[src/rtl/dmem_arbiter_r0_if.sv]
// Requester and RAM-side bus of the data-memory arbiter.
// slave = arbiter side, master = requesters plus RAM.
interface dmem_arbiter_r0_if #(
  parameter int BIT_WIDTH = 32,
  parameter int ADDR_W    = 8
);
  logic                 p0_req;
  logic                 p0_wren;
  logic [ADDR_W-1:0]    p0_addr;
  logic [BIT_WIDTH-1:0] p0_wdata;
  logic [1:0]           p0_size;
  logic                 p0_signed;
  logic                 p0_ack;
  logic                 p0_err;
  logic [BIT_WIDTH-1:0] p0_rdata;

  logic                 p1_req;
  logic                 p1_wren;
  logic [ADDR_W-1:0]    p1_addr;
  logic [BIT_WIDTH-1:0] p1_wdata;
  logic [1:0]           p1_size;
  logic                 p1_signed;
  logic                 p1_ack;
  logic                 p1_err;
  logic [BIT_WIDTH-1:0] p1_rdata;

  logic [ADDR_W-1:0]    mem_addr;
  logic [BIT_WIDTH-1:0] mem_data;
  logic                 mem_wren;
  logic                 mem_isSigned;
  logic [1:0]           mem_dataSize;
  logic [BIT_WIDTH-1:0] mem_q;

  modport slave (
    input  p0_req, p0_wren, p0_addr,
    input  p0_wdata, p0_size, p0_signed,
    output p0_ack, p0_err, p0_rdata,
    input  p1_req, p1_wren, p1_addr,
    input  p1_wdata, p1_size, p1_signed,
    output p1_ack, p1_err, p1_rdata,
    output mem_addr, mem_data, mem_wren,
    output mem_isSigned, mem_dataSize,
    input  mem_q
  );

  modport master (
    output p0_req, p0_wren, p0_addr,
    output p0_wdata, p0_size, p0_signed,
    input  p0_ack, p0_err, p0_rdata,
    output p1_req, p1_wren, p1_addr,
    output p1_wdata, p1_size, p1_signed,
    input  p1_ack, p1_err, p1_rdata,
    input  mem_addr, mem_data, mem_wren,
    input  mem_isSigned, mem_dataSize,
    output mem_q
  );
endinterface

[src/rtl/dmem_arbiter_r0.sv]
// Two-port arbiter in front of the byte-lane data RAM.
// ARB_ROUND_ROBIN_EN: round-robin ties, else port 0 priority.
module dmem_arbiter_r0 #(
  parameter int BIT_WIDTH = 32,
  parameter int ADDR_W    = 8
) (
  input logic              clk,
  input logic              rst,
  dmem_arbiter_r0_if.slave bus
);

  typedef enum logic [2:0] {
    IDLE, ISSUE, WAIT, DONE, ERR
  } state_t;

  state_t state, state_nx;

  logic [1:0]           req;
  logic                 winner;
  logic                 last_grant;
  logic                 grant_q;
  logic                 wren_q;
  logic                 misalign;
  logic                 grant;

  logic                 sel_wren;
  logic [ADDR_W-1:0]    sel_addr;
  logic [BIT_WIDTH-1:0] sel_wdata;
  logic [1:0]           sel_size;
  logic                 sel_signed;

  logic [ADDR_W-1:0]    mem_addr_q;
  logic [BIT_WIDTH-1:0] mem_data_q;
  logic                 mem_wren_q;
  logic                 mem_signed_q;
  logic [1:0]           mem_size_q;
  logic [BIT_WIDTH-1:0] p0_rdata_q;
  logic [BIT_WIDTH-1:0] p1_rdata_q;

  // Pick the winner and mux its request fields.
  always_comb begin
    req = {bus.p1_req, bus.p0_req};
`ifdef ARB_ROUND_ROBIN_EN
    if (req == 2'b11) winner = ~last_grant;
    else              winner = ~req[0];
`else
    // With no request the value is unused.
    winner = ~req[0] & (req[1] | last_grant);
`endif
    sel_wren   = winner ? bus.p1_wren   : bus.p0_wren;
    sel_addr   = winner ? bus.p1_addr   : bus.p0_addr;
    sel_wdata  = winner ? bus.p1_wdata  : bus.p0_wdata;
    sel_size   = winner ? bus.p1_size   : bus.p0_size;
    sel_signed = winner ? bus.p1_signed : bus.p0_signed;
    misalign = ((sel_size == 2'b01) & sel_addr[0])
             | (sel_size[1] & (sel_addr[1:0] != 2'b00));
    grant = (state == IDLE) & (|req);
  end

  // Next-state logic.
  always_comb begin
    state_nx = state;
    unique case (state)
      IDLE:  if (|req) state_nx = misalign ? ERR : ISSUE;
      ISSUE: state_nx = WAIT;
      WAIT:  state_nx = DONE;
      DONE:  state_nx = IDLE;
      ERR:   state_nx = IDLE;
      default: state_nx = IDLE;
    endcase
  end

  // State register.
  always_ff @(posedge clk or posedge rst) begin
    if (rst) state <= IDLE;
    else     state <= state_nx;
  end

  // RAM-side registers, grant bookkeeping and load data capture.
  always_ff @(posedge clk or posedge rst) begin
    if (rst) begin
      mem_addr_q   <= '0;
      mem_data_q   <= '0;
      mem_wren_q   <= 1'b0;
      mem_signed_q <= 1'b0;
      mem_size_q   <= '0;
      last_grant   <= 1'b1;
      grant_q      <= 1'b0;
      wren_q       <= 1'b0;
      p0_rdata_q   <= '0;
      p1_rdata_q   <= '0;
    end else begin
      mem_wren_q <= 1'b0;
      if (grant) begin
        mem_addr_q   <= sel_addr;
        mem_data_q   <= sel_wdata;
        mem_signed_q <= sel_signed;
        mem_size_q   <= sel_size;
        mem_wren_q   <= sel_wren & ~misalign;
        wren_q       <= sel_wren;
        grant_q      <= winner;
        last_grant   <= winner;
      end
      if (state == WAIT && !wren_q) begin
        if (grant_q) p1_rdata_q <= bus.mem_q;
        else         p0_rdata_q <= bus.mem_q;
      end
    end
  end

  assign bus.mem_addr     = mem_addr_q;
  assign bus.mem_data     = mem_data_q;
  assign bus.mem_wren     = mem_wren_q;
  assign bus.mem_isSigned = mem_signed_q;
  assign bus.mem_dataSize = mem_size_q;

  assign bus.p0_ack   = (state == DONE) & ~grant_q;
  assign bus.p1_ack   = (state == DONE) &  grant_q;
  assign bus.p0_err   = (state == ERR)  & ~grant_q;
  assign bus.p1_err   = (state == ERR)  &  grant_q;
  assign bus.p0_rdata = p0_rdata_q;
  assign bus.p1_rdata = p1_rdata_q;

endmodule

[src/flat_wrapper.sv]
// flat-port wrapper written by rule: the top's interface ports become plain ports
module dmem_arbiter_r0_flat 
#(
  parameter int BIT_WIDTH = 32,
  parameter int ADDR_W    = 8
)
  (clk, rst, bus_p0_req, bus_p0_wren, bus_p0_addr, bus_p0_wdata, bus_p0_size, bus_p0_signed, bus_p0_ack, bus_p0_err, bus_p0_rdata, bus_p1_req, bus_p1_wren, bus_p1_addr, bus_p1_wdata, bus_p1_size, bus_p1_signed, bus_p1_ack, bus_p1_err, bus_p1_rdata, bus_mem_addr, bus_mem_data, bus_mem_wren, bus_mem_isSigned, bus_mem_dataSize, bus_mem_q);
  dmem_arbiter_r0_if #(.BIT_WIDTH(BIT_WIDTH), .ADDR_W(ADDR_W)) bus_i ();
  input logic clk;
  input logic rst;
  input wire logic [$bits(bus_i.p0_req)-1:0] bus_p0_req;
  input wire logic [$bits(bus_i.p0_wren)-1:0] bus_p0_wren;
  input wire logic [$bits(bus_i.p0_addr)-1:0] bus_p0_addr;
  input wire logic [$bits(bus_i.p0_wdata)-1:0] bus_p0_wdata;
  input wire logic [$bits(bus_i.p0_size)-1:0] bus_p0_size;
  input wire logic [$bits(bus_i.p0_signed)-1:0] bus_p0_signed;
  output wire logic [$bits(bus_i.p0_ack)-1:0] bus_p0_ack;
  output wire logic [$bits(bus_i.p0_err)-1:0] bus_p0_err;
  output wire logic [$bits(bus_i.p0_rdata)-1:0] bus_p0_rdata;
  input wire logic [$bits(bus_i.p1_req)-1:0] bus_p1_req;
  input wire logic [$bits(bus_i.p1_wren)-1:0] bus_p1_wren;
  input wire logic [$bits(bus_i.p1_addr)-1:0] bus_p1_addr;
  input wire logic [$bits(bus_i.p1_wdata)-1:0] bus_p1_wdata;
  input wire logic [$bits(bus_i.p1_size)-1:0] bus_p1_size;
  input wire logic [$bits(bus_i.p1_signed)-1:0] bus_p1_signed;
  output wire logic [$bits(bus_i.p1_ack)-1:0] bus_p1_ack;
  output wire logic [$bits(bus_i.p1_err)-1:0] bus_p1_err;
  output wire logic [$bits(bus_i.p1_rdata)-1:0] bus_p1_rdata;
  output wire logic [$bits(bus_i.mem_addr)-1:0] bus_mem_addr;
  output wire logic [$bits(bus_i.mem_data)-1:0] bus_mem_data;
  output wire logic [$bits(bus_i.mem_wren)-1:0] bus_mem_wren;
  output wire logic [$bits(bus_i.mem_isSigned)-1:0] bus_mem_isSigned;
  output wire logic [$bits(bus_i.mem_dataSize)-1:0] bus_mem_dataSize;
  input wire logic [$bits(bus_i.mem_q)-1:0] bus_mem_q;
  assign bus_i.p0_req = bus_p0_req;
  assign bus_i.p0_wren = bus_p0_wren;
  assign bus_i.p0_addr = bus_p0_addr;
  assign bus_i.p0_wdata = bus_p0_wdata;
  assign bus_i.p0_size = bus_p0_size;
  assign bus_i.p0_signed = bus_p0_signed;
  assign bus_p0_ack = bus_i.p0_ack;
  assign bus_p0_err = bus_i.p0_err;
  assign bus_p0_rdata = bus_i.p0_rdata;
  assign bus_i.p1_req = bus_p1_req;
  assign bus_i.p1_wren = bus_p1_wren;
  assign bus_i.p1_addr = bus_p1_addr;
  assign bus_i.p1_wdata = bus_p1_wdata;
  assign bus_i.p1_size = bus_p1_size;
  assign bus_i.p1_signed = bus_p1_signed;
  assign bus_p1_ack = bus_i.p1_ack;
  assign bus_p1_err = bus_i.p1_err;
  assign bus_p1_rdata = bus_i.p1_rdata;
  assign bus_mem_addr = bus_i.mem_addr;
  assign bus_mem_data = bus_i.mem_data;
  assign bus_mem_wren = bus_i.mem_wren;
  assign bus_mem_isSigned = bus_i.mem_isSigned;
  assign bus_mem_dataSize = bus_i.mem_dataSize;
  assign bus_i.mem_q = bus_mem_q;
  dmem_arbiter_r0 #(.BIT_WIDTH(BIT_WIDTH), .ADDR_W(ADDR_W)) u_core (.clk(clk), .rst(rst), .bus(bus_i));
endmodule
[config.mk]
export PLATFORM = sky130hd
export DESIGN_NAME = dmem_arbiter_r0_flat
export DESIGN_NICKNAME = d
export VERILOG_FILES = /design/src/rtl/dmem_arbiter_r0_if.sv /design/src/rtl/dmem_arbiter_r0.sv /design/src/flat_wrapper.sv
export SDC_FILE = /design/constraint.sdc
export NUM_CORES = 1
export LEC_CHECK = 0
export ABC_AREA = 1
export CORE_ASPECT_RATIO = 1.2
export CORE_UTILIZATION = 44
export CTS_CLUSTER_SIZE = 24
export DETAILED_ROUTE_END_ITERATION = 10
export PLACE_DENSITY = 0.95
export SETUP_SLACK_MARGIN = 0.02
export SLEW_MARGIN = 20
export SYNTH_ARGS = -nofsm -noshare
export SYNTH_HDL_FRONTEND = slang
export SYNTH_SLANG_ARGS = --single-unit
[constraint.sdc]
create_clock -name clk -period 11 [get_ports clk]
set_input_delay 1.65 -clock clk [delete_from_list [all_inputs] [get_ports clk]]
set_output_delay 1.65 -clock clk [all_outputs]
set_load 0.1 [all_outputs]
==> results of run 1 <==
==> kinds of logic (layout without fill, tap and decap cells) <==
family / count (synthesis) / count (layout)
and+or+nand+nor: 188 / 188
AOI/OAI and AO/OA: 150 / 150
DFF: 114 / 114
buffers and inverters: 76 / 316
==> layout make-up <==
class | instances | area, µm² | share of cell area
repair buffers | 237 | 2367 | 0.3017
inverters | 47 | 183.9 | 0.02344
clock buffers | 22 | 464.2 | 0.05916
multi-input cells | 338 | 1679 | 0.2140
clock inverters | 10 | 132.6 | 0.01690
well taps | 132 | 165.2 | 0.02105
flip-flops and latches | 114 | 2854 | 0.3637
==> metrics by stage <==
stage / std cells / setup slack, ns / cell area, µm² / hold slack [ns]
2_1_floorplan: 528 / 6.336 / 4979 / 0.5003
3_3_place_gp: 868 / 7.316 / 7249 / 0.4630
3_5_place_dp: 868 / 7.298 / 7249 / 0.4681
4_1_cts: 900 / 6.921 / 7846 / 0.4817
5_1_grt: 900 / 6.865 / 7846 / 0.4983
6_report: 900 / 6.948 / 7846 / 0.4794
==> worst max path at each step <==
stage / start / to / slack [ns] / depth (start not counted)
global placement: bus_p0_req / u_core.wren_q / 7.32 / 9
finish: u_core.state[1] / bus_p0_err / 6.95 / 4
floorplan: rst / u_core.bus.mem_addr[0] / 6.34 / 1
detailed placement: bus_p0_req / u_core.wren_q / 7.30 / 9
CTS: u_core.state[1] / bus_p0_err / 6.92 / 4
global route: u_core.state[1] / bus_p0_err / 6.86 / 4
==> sequential cells by signal (all words and copies together), names as in the netlist <==
| register | flops |
|---|---|
| u_core.bus.p1_rdata | 32 |
| u_core.bus.mem_wren | 1 |
| u_core.bus.mem_addr | 8 |
| u_core.bus.p0_rdata | 32 |
| u_core.grant_q | 1 |
| u_core.state | 3 |
| u_core.wren_q | 1 |
| u_core.bus.mem_dataSize | 2 |
| u_core.bus.mem_data | 32 |
| u_core.bus.mem_isSigned | 1 |
| u_core.last_grant | 1 |
==> cell usage after synthesis, drive strengths merged <==
| cell | instances | area [µm²] |
|---|---|---|
| nand2 | 129 | 494.2 |
| nand3 | 9 | 70.06 |
| inv | 46 | 172.7 |
| nand3b | 1 | 7.510 |
| clkbuf | 5 | 18.77 |
| dfstp | 1 | 26.28 |
| clkinv | 1 | 8.760 |
| o21ai | 149 | 895.9 |
| buf | 24 | 245.2 |
| nor2 | 49 | 206.5 |
| a21oi | 1 | 5.000 |
| dfrtp | 113 | 2828 |
==> worst max-delay path, stage by stage (launching register included) <==
cell	delay (ns)
dfrtp_1	0.38
inv_1	0.19
nand3_1	0.13
nor2_1	0.12
clkdlybuf4s50_1	1.18
==> routing by layer <==
metal	wire, µm	vias up
met3	1172	24
li1	-	2160
met1	5187	2125
met2	7175	201
met5	0	-
met4	297	0
==> report_table.html, run 1 <==
<table>
<tr><th>Metric</th><th>Value</th></tr>
<tr><th colspan="2">Global route</th></tr>
<tr><td>GR Util All Layers</td><td>0.2469</td></tr>
<tr><td>GRT met3 Usage</td><td>0.09284</td></tr>
<tr><td>Highest-utilization routing layer at the global route stage</td><td>met2</td></tr>
<tr><td>First-pass GRT wire length</td><td>22340 µm</td></tr>
<tr><td>Final global-route overflow total</td><td>0</td></tr>
<tr><td>Largest net degree at the start of global routing</td><td>65</td></tr>
<tr><td>Met2 layer usage reported by global route</td><td>0.4371</td></tr>
<tr><td>Antenna violations before repair</td><td>0</td></tr>
<tr><td>Met1 capacity usage during global routing</td><td>0.2696</td></tr>
<tr><td>Vias in the first global route</td><td>around 4600</td></tr>
<tr><th colspan="2">Drt</th></tr>
<tr><td>ANT nets after route</td><td>0</td></tr>
<tr><td>Routed Wire Length</td><td>approximately 14000 µm</td></tr>
<tr><td>DR DRC count</td><td>0</td></tr>
<tr><td>Total via count after detailed routing</td><td>between 4000 and 5000</td></tr>
<tr><td>First-pass detailed-route iteration total</td><td>4</td></tr>
<tr><td>Drt via density</td><td>roughly 5</td></tr>
<tr><td>DRT iter0 DRCs</td><td>about 140</td></tr>
<tr><td>Wire length per cell after detailed routing</td><td>about 15 µm</td></tr>
<tr><th colspan="2">Yosys</th></tr>
<tr><td>Synth unique cells</td><td>22</td></tr>
<tr><td>Mapped cell area</td><td>0.004979 mm²</td></tr>
<tr><td>Net count after synthesis</td><td>between 600 and 700</td></tr>
<tr><td>Post-synthesis share of cell area spent on xor and xnor gates</td><td>0</td></tr>
<tr><td>Simple-gate area share of the yosys netlist</td><td>0.1563</td></tr>
<tr><td>Compound-gate portion of the synthesized area</td><td>0.1809</td></tr>
<tr><td>Part of the Yosys area used for sequential elements</td><td>0.5733</td></tr>
<tr><td>Share of cell area taken by muxes after synthesis</td><td>0</td></tr>
<tr><td>Number of cells produced by synthesis</td><td>528</td></tr>
<tr><td>Total number of yosys warnings</td><td>0</td></tr>
<tr><td>FF+latch count, synth</td><td>roughly 110</td></tr>
<tr><td>Mapped Avg Cell Area</td><td>about 9.4 µm²</td></tr>
<tr><td>Largest family of logic cells by synthesized area</td><td>compound AO/OA/AOI/OAI gates</td></tr>
<tr><td>Synth Area in Adders</td><td>0</td></tr>
<tr><th colspan="2">Clocking</th></tr>
<tr><td>TritonCTS Buffers</td><td>17</td></tr>
<tr><td>Num Clock Sinks</td><td>114</td></tr>
<tr><td>CTS tree</td><td>yes</td></tr>
<tr><td>Clk pin slew, worst setup/hold paths</td><td>approximately 0.05 ns</td></tr>
<tr><td>Clock root cell</td><td>clkbuf_16</td></tr>
<tr><td>Resized cells post-CTS</td><td>0</td></tr>
<tr><td>Worst-skew pair later-pin latency</td><td>about 0.4 ns</td></tr>
<tr><td># Post-CTS Setup Buffers</td><td>0</td></tr>
<tr><td>CTS hold repair buffers</td><td>0</td></tr>
<tr><td>Deepest clock path buffer count</td><td>2</td></tr>
<tr><td>Htree depth</td><td>4</td></tr>
<tr><th colspan="2">Cells and area</th></tr>
<tr><td>Antenna diodes</td><td>0</td></tr>
<tr><td>Most common cell after layout, fill and taps aside</td><td>clkdlybuf4s50_1</td></tr>
<tr><td>Fillers</td><td>769</td></tr>
<tr><td>Final net count</td><td>between 800 and 900</td></tr>
<tr><td>Most used cells in the layout excluding fill and tap cells</td><td>clkdlybuf4s50_1, nand2_1, dfrtp_1, o21ai_1, nor2_1</td></tr>
<tr><td>Layout overhead on the synthesized area</td><td>57.60%</td></tr>
<tr><td>Final core occ</td><td>0.7110</td></tr>
<tr><td>Fraction of layout cells with a size suffix above 1</td><td>0.1081</td></tr>
<tr><th colspan="2">Floorplanning</th></tr>
<tr><td>Starting density of the core</td><td>0.4511</td></tr>
<tr><td>DIE AREA</td><td>between 0.01 and 0.015 mm²</td></tr>
<tr><td>Placeable Area</td><td>~0.011 mm²</td></tr>
<tr><td>Die width</td><td>99.11 µm</td></tr>
<tr><td>Total number of placement rows</td><td>between 40 and 50</td></tr>
<tr><td>Count of pins on the block boundary</td><td>~240</td></tr>
<tr><td>Vertical extent of the die</td><td>around 120 µm</td></tr>
<tr><th colspan="2">Critical path</th></tr>
<tr><td>Worst setup path category</td><td>register to primary output</td></tr>
<tr><td>Kind of launch point of the worst setup path</td><td>register</td></tr>
<tr><td>Data arrival, critical path</td><td>2.40 ns</td></tr>
<tr><td>Capture point of the worst reg-to-reg path</td><td>u_core.bus.mem_wren</td></tr>
<tr><td>Reg2reg setup slack</td><td>~9 ns</td></tr>
<tr><td>Max FO, Critical Path</td><td>4</td></tr>
<tr><td>Depth of the most critical reg-to-reg path</td><td>8</td></tr>
<tr><td>Worst endpoint required time</td><td>between 9 and 10 ns</td></tr>
<tr><td>Launch instance of the worst register-to-register path</td><td>u_core.last_grant</td></tr>
<tr><td>Crit end category</td><td>primary output</td></tr>
<tr><th colspan="2">Min path</th></tr>
<tr><td>Worst Min Path Start</td><td>u_core.bus.p0_rdata[12]</td></tr>
<tr><td>Tightest Hold Check Type</td><td>register to register</td></tr>
<tr><td>Worst Hold Depth</td><td>2</td></tr>
<tr><td>Min-Delay Endpoint</td><td>u_core.bus.p0_rdata[12]</td></tr>
<tr><th colspan="2">STA</th></tr>
<tr><td>Final clock period utilization by the worst path</td><td>0.3683</td></tr>
<tr><td>Fmax</td><td>246.8 MHz</td></tr>
<tr><td>Worst-Margin Slew</td><td>~1.0 ns</td></tr>
<tr><td>Final worst path period need</td><td>4.052 ns</td></tr>
<tr><td>Setup repair after global routing missed its margin</td><td>false</td></tr>
<tr><td>Aggregate negative setup slack</td><td>0 ns</td></tr>
<tr><td>Final slew viol count</td><td>0</td></tr>
<tr><td>Clock Skews</td><td>between 0.008 and 0.009 ns</td></tr>
<tr><td>Relative max-transition margin</td><td>0.3059</td></tr>
<tr><td>Final Setup Violations</td><td>0</td></tr>
<tr><td>Final Hold Vio Count</td><td>0</td></tr>
<tr><th colspan="2">Job</th></tr>
<tr><td># Max-Cap Violations</td><td>0</td></tr>
<tr><th colspan="2">Placement</th></tr>
<tr><td>Count of buffers inserted at the top-level ports</td><td>roughly 240</td></tr>
<tr><td>DP Wirelength</td><td>between 9000 and 10000 µm</td></tr>
<tr><td>Final Wtd Congestion</td><td>~0.79</td></tr>
<tr><th colspan="2">Outcome</th></tr>
<tr><td>Status</td><td>finished, final reports clean</td></tr>
</table>
Power of run 1 is not shown: default switching activity piles up to over one toggle a cycle in this logic, so the estimate is an artifact.
==> inputs of run 2 (changes only) <==
--- a/config.mk
+++ b/config.mk
@@ -7,10 +7,10 @@
 export LEC_CHECK = 0
 export ABC_AREA = 1
 export CORE_ASPECT_RATIO = 1.2
-export CORE_UTILIZATION = 44
+export CORE_UTILIZATION = 41
 export CTS_CLUSTER_SIZE = 24
 export DETAILED_ROUTE_END_ITERATION = 10
-export PLACE_DENSITY = 0.95
+export PLACE_DENSITY = 0.91
 export SETUP_SLACK_MARGIN = 0.02
 export SLEW_MARGIN = 20
 export SYNTH_ARGS = -nofsm -noshare
==> constraint.sdc (replaced) <==
create_clock -name clk -period 3.9 [get_ports clk]
set_input_delay 0.585 -clock clk [delete_from_list [all_inputs] [get_ports clk]]
set_output_delay 0.585 -clock clk [all_outputs]
set_load 0.1 [all_outputs]
==> report_table.html, run 2 (synthesis results as in run 1) <==
<table>
<tr><th>Metric</th><th>Value</th></tr>
<tr><th colspan="2">Outcome</th></tr>
<tr><td>Status</td><td>finished, final reports clean (unchanged)</td></tr>
<tr><th colspan="2">Cells and area</th></tr>
<tr><td>Most common cell after layout, fill and taps aside</td><td>clkdlybuf4s50_1 (unchanged)</td></tr>
<tr><td>Final net count</td><td>879 (unchanged)</td></tr>
<tr><td>Layout overhead on the synthesized area</td><td>59.96% (was 57.60%)</td></tr>
<tr><td>Fraction of layout cells with a size suffix above 1</td><td>0.1120 (was 0.1081)</td></tr>
<tr><td>Most used cells in the layout excluding fill and tap cells</td><td>clkdlybuf4s50_1, nand2_1, dfrtp_1, o21ai_1, nor2_1 (unchanged)</td></tr>
<tr><td>Fillers</td><td>874 (was 769)</td></tr>
<tr><td>Antenna diodes</td><td>0 (unchanged)</td></tr>
<tr><th colspan="2">Drt</th></tr>
<tr><td>Drt via density</td><td>4.779 (was 5.011)</td></tr>
<tr><td>Wire length per cell after detailed routing</td><td>14.84 µm (was 15.37 µm)</td></tr>
<tr><td>Routed Wire Length</td><td>13730 µm (was 13830 µm)</td></tr>
<tr><td>Total via count after detailed routing</td><td>4421 (was 4510)</td></tr>
<tr><td>First-pass detailed-route iteration total</td><td>4 (unchanged)</td></tr>
<tr><td>DRT iter0 DRCs</td><td>131 (was 143)</td></tr>
<tr><td>ANT nets after route</td><td>0 (unchanged)</td></tr>
<tr><td>DR DRC count</td><td>0 (unchanged)</td></tr>
<tr><th colspan="2">Placement</th></tr>
<tr><td>DP Wirelength</td><td>9786 µm (was 9873 µm)</td></tr>
<tr><td>Final Wtd Congestion</td><td>0.7949 (was 0.7906)</td></tr>
<tr><td>Count of buffers inserted at the top-level ports</td><td>235 (unchanged)</td></tr>
<tr><th colspan="2">Critical path</th></tr>
<tr><td>Worst endpoint required time</td><td>3.31 ns (was 9.35 ns)</td></tr>
<tr><td>Data arrival, critical path</td><td>2.47 ns (was 2.40 ns)</td></tr>
<tr><td>Capture point of the worst reg-to-reg path</td><td>u_core.bus.p1_rdata[27] (was u_core.bus.mem_wren)</td></tr>
<tr><td>Start point of the critical path</td><td>u_core.state[1] (unchanged)</td></tr>
<tr><td>Kind of launch point of the worst setup path</td><td>register (unchanged)</td></tr>
<tr><td>Depth of the most critical reg-to-reg path</td><td>6 (was 8)</td></tr>
<tr><td>Crit end category</td><td>primary output (unchanged)</td></tr>
<tr><td>Launch instance of the worst register-to-register path</td><td>u_core.state[2] (was u_core.last_grant)</td></tr>
<tr><td>Reg2reg setup slack</td><td>1.97 ns (was 9.03 ns)</td></tr>
<tr><td>Max FO, Critical Path</td><td>4 (unchanged)</td></tr>
<tr><td>Worst setup path category</td><td>register to primary output (unchanged)</td></tr>
<tr><th colspan="2">Floorplanning</th></tr>
<tr><td>Placeable Area</td><td>0.01167 mm² (was 0.01104 mm²)</td></tr>
<tr><td>Count of pins on the block boundary</td><td>236 (unchanged)</td></tr>
<tr><td>DIE AREA</td><td>0.01259 mm² (was 0.01175 mm²)</td></tr>
<tr><td>Vertical extent of the die</td><td>122.7 µm (was 118.5 µm)</td></tr>
<tr><td>Starting density of the core</td><td>0.4264 (was 0.4511)</td></tr>
<tr><td>Die width</td><td>102.6 µm (was 99.11 µm)</td></tr>
<tr><td>Total number of placement rows</td><td>43 (was 42)</td></tr>
<tr><th colspan="2">Global route</th></tr>
<tr><td>Final global-route overflow total</td><td>0 (unchanged)</td></tr>
<tr><td>Largest net degree at the start of global routing</td><td>65 (unchanged)</td></tr>
<tr><td>Vias in the first global route</td><td>4266 (was 4615)</td></tr>
<tr><td>First-pass GRT wire length</td><td>21050 µm (was 22340 µm)</td></tr>
<tr><td>Antenna violations before repair</td><td>0 (unchanged)</td></tr>
<tr><td>GR Util All Layers</td><td>0.2247 (was 0.2469)</td></tr>
<tr><th colspan="2">Clocking</th></tr>
<tr><td>Worst-skew pair later-pin latency</td><td>0.40 ns (about the same)</td></tr>
<tr><td># Post-CTS Setup Buffers</td><td>0 (unchanged)</td></tr>
<tr><td>CTS tree</td><td>yes (unchanged)</td></tr>
<tr><td>Clock root cell</td><td>clkbuf_16 (unchanged)</td></tr>
<tr><td>Resized cells post-CTS</td><td>0 (unchanged)</td></tr>
<tr><td>Clk pin slew, worst setup/hold paths</td><td>0.05 ns (about the same)</td></tr>
<tr><td>Deepest clock path buffer count</td><td>2 (unchanged)</td></tr>
<tr><td>TritonCTS Buffers</td><td>17 (unchanged)</td></tr>
<tr><td>Num Clock Sinks</td><td>114 (unchanged)</td></tr>
<tr><td>CTS hold repair buffers</td><td>0 (unchanged)</td></tr>
<tr><td>Htree depth</td><td>4 (unchanged)</td></tr>
<tr><th colspan="2">STA</th></tr>
<tr><td>Fmax</td><td>approximately 330 MHz</td></tr>
<tr><td>Final hold slack</td><td>0.4762 ns (was 0.4794 ns)</td></tr>
<tr><td>Final Setup Violations</td><td>0 (unchanged)</td></tr>
<tr><td>Final slew viol count</td><td>0 (unchanged)</td></tr>
<tr><td>Final clock period utilization by the worst path</td><td>0.7838</td></tr>
<tr><td>Final worst path period need</td><td>3.057 ns</td></tr>
<tr><td>Setup repair after global routing missed its margin</td><td>false (unchanged)</td></tr>
<tr><td>Final Hold Vio Count</td><td>0 (unchanged)</td></tr>
<tr><td>Worst-Margin Slew</td><td>1.091 ns (was 1.038 ns)</td></tr>
<tr><td>Aggregate negative setup slack</td><td>0 ns (unchanged)</td></tr>
<tr><td>Relative max-transition margin</td><td>0.2701 (was 0.3059)</td></tr>
<tr><td>Clock Skews</td><td>0.005182 ns (was 0.008220 ns)</td></tr>
<tr><th colspan="2">Min path</th></tr>
<tr><td>Worst Hold Depth</td><td>2 (unchanged)</td></tr>
<tr><td>Tightest Hold Check Type</td><td>register to register (unchanged)</td></tr>
<tr><td>Min-Delay Endpoint</td><td>u_core.bus.p0_rdata[15] (was u_core.bus.p0_rdata[12])</td></tr>
<tr><td>Worst Min Path Start</td><td>u_core.bus.p0_rdata[15] (was u_core.bus.p0_rdata[12])</td></tr>
<tr><th colspan="2">Job</th></tr>
<tr><td># Max-Cap Violations</td><td>0 (unchanged)</td></tr>
</table>
## run 2: cell types whose count changed in the layout (fill, tap and decap cells not counted), sizes merged
cell	change
bufinv	+2
clkbuf	-2
## run 2: worst max-delay path, cell delays in order, from the launching register on
cell             delay, ns
dfrtp_1               0.38
inv_1                 0.19
nand3_1               0.13
nor2_1                0.19
clkdlybuf4s50_1       1.18
## run 2: cell type report
| cell class | instances | area (µm²) | share of cell area |
|---|---|---|---|
| clock buffers | 20 | 466.7 | 0.05860 |
| clock inverters | 12 | 203.9 | 0.02561 |
| repair buffers | 237 | 2380 | 0.2988 |
| inverters | 47 | 183.9 | 0.02309 |
| flip-flops and latches | 114 | 2854 | 0.3584 |
| well taps | 157 | 196.4 | 0.02467 |
| multi-input cells | 338 | 1679 | 0.2108 |
## run 2: stage by stage
step	instances	cell area, µm²	utilization	worst slack [ns]
after floorplan	528	4979	-	0.3009
after global placement	893	7293	0.6247	1.294
after detailed placement	893	7293	0.6247	1.278
final	925	7964	0.6821	0.8432
after global routing	925	7964	0.6821	0.7945
after CTS	925	7964	0.6821	0.8378
## run 2: worst max-delay path by stage
stage	to	slack, ns	depth (start not counted)
finish	bus_p1_err	0.84	4
CTS	bus_p1_err	0.84	4
global placement	bus_p1_err	1.29	4
global route	bus_p1_err	0.79	4
detailed placement	bus_p1_err	1.28	4
floorplan	u_core.bus.mem_addr[0]	0.30	1
## run 2: routing by layer
layer	vias up	share of wire	global-route usage
met5	-	0	0
met1	2048	0.39	0.2606
met3	24	0.097	0.08087
met2	192	0.49	0.3700
met4	0	0.023	0.09911
li1	2157	-	-
Power of run 2 is left out for the same reason.
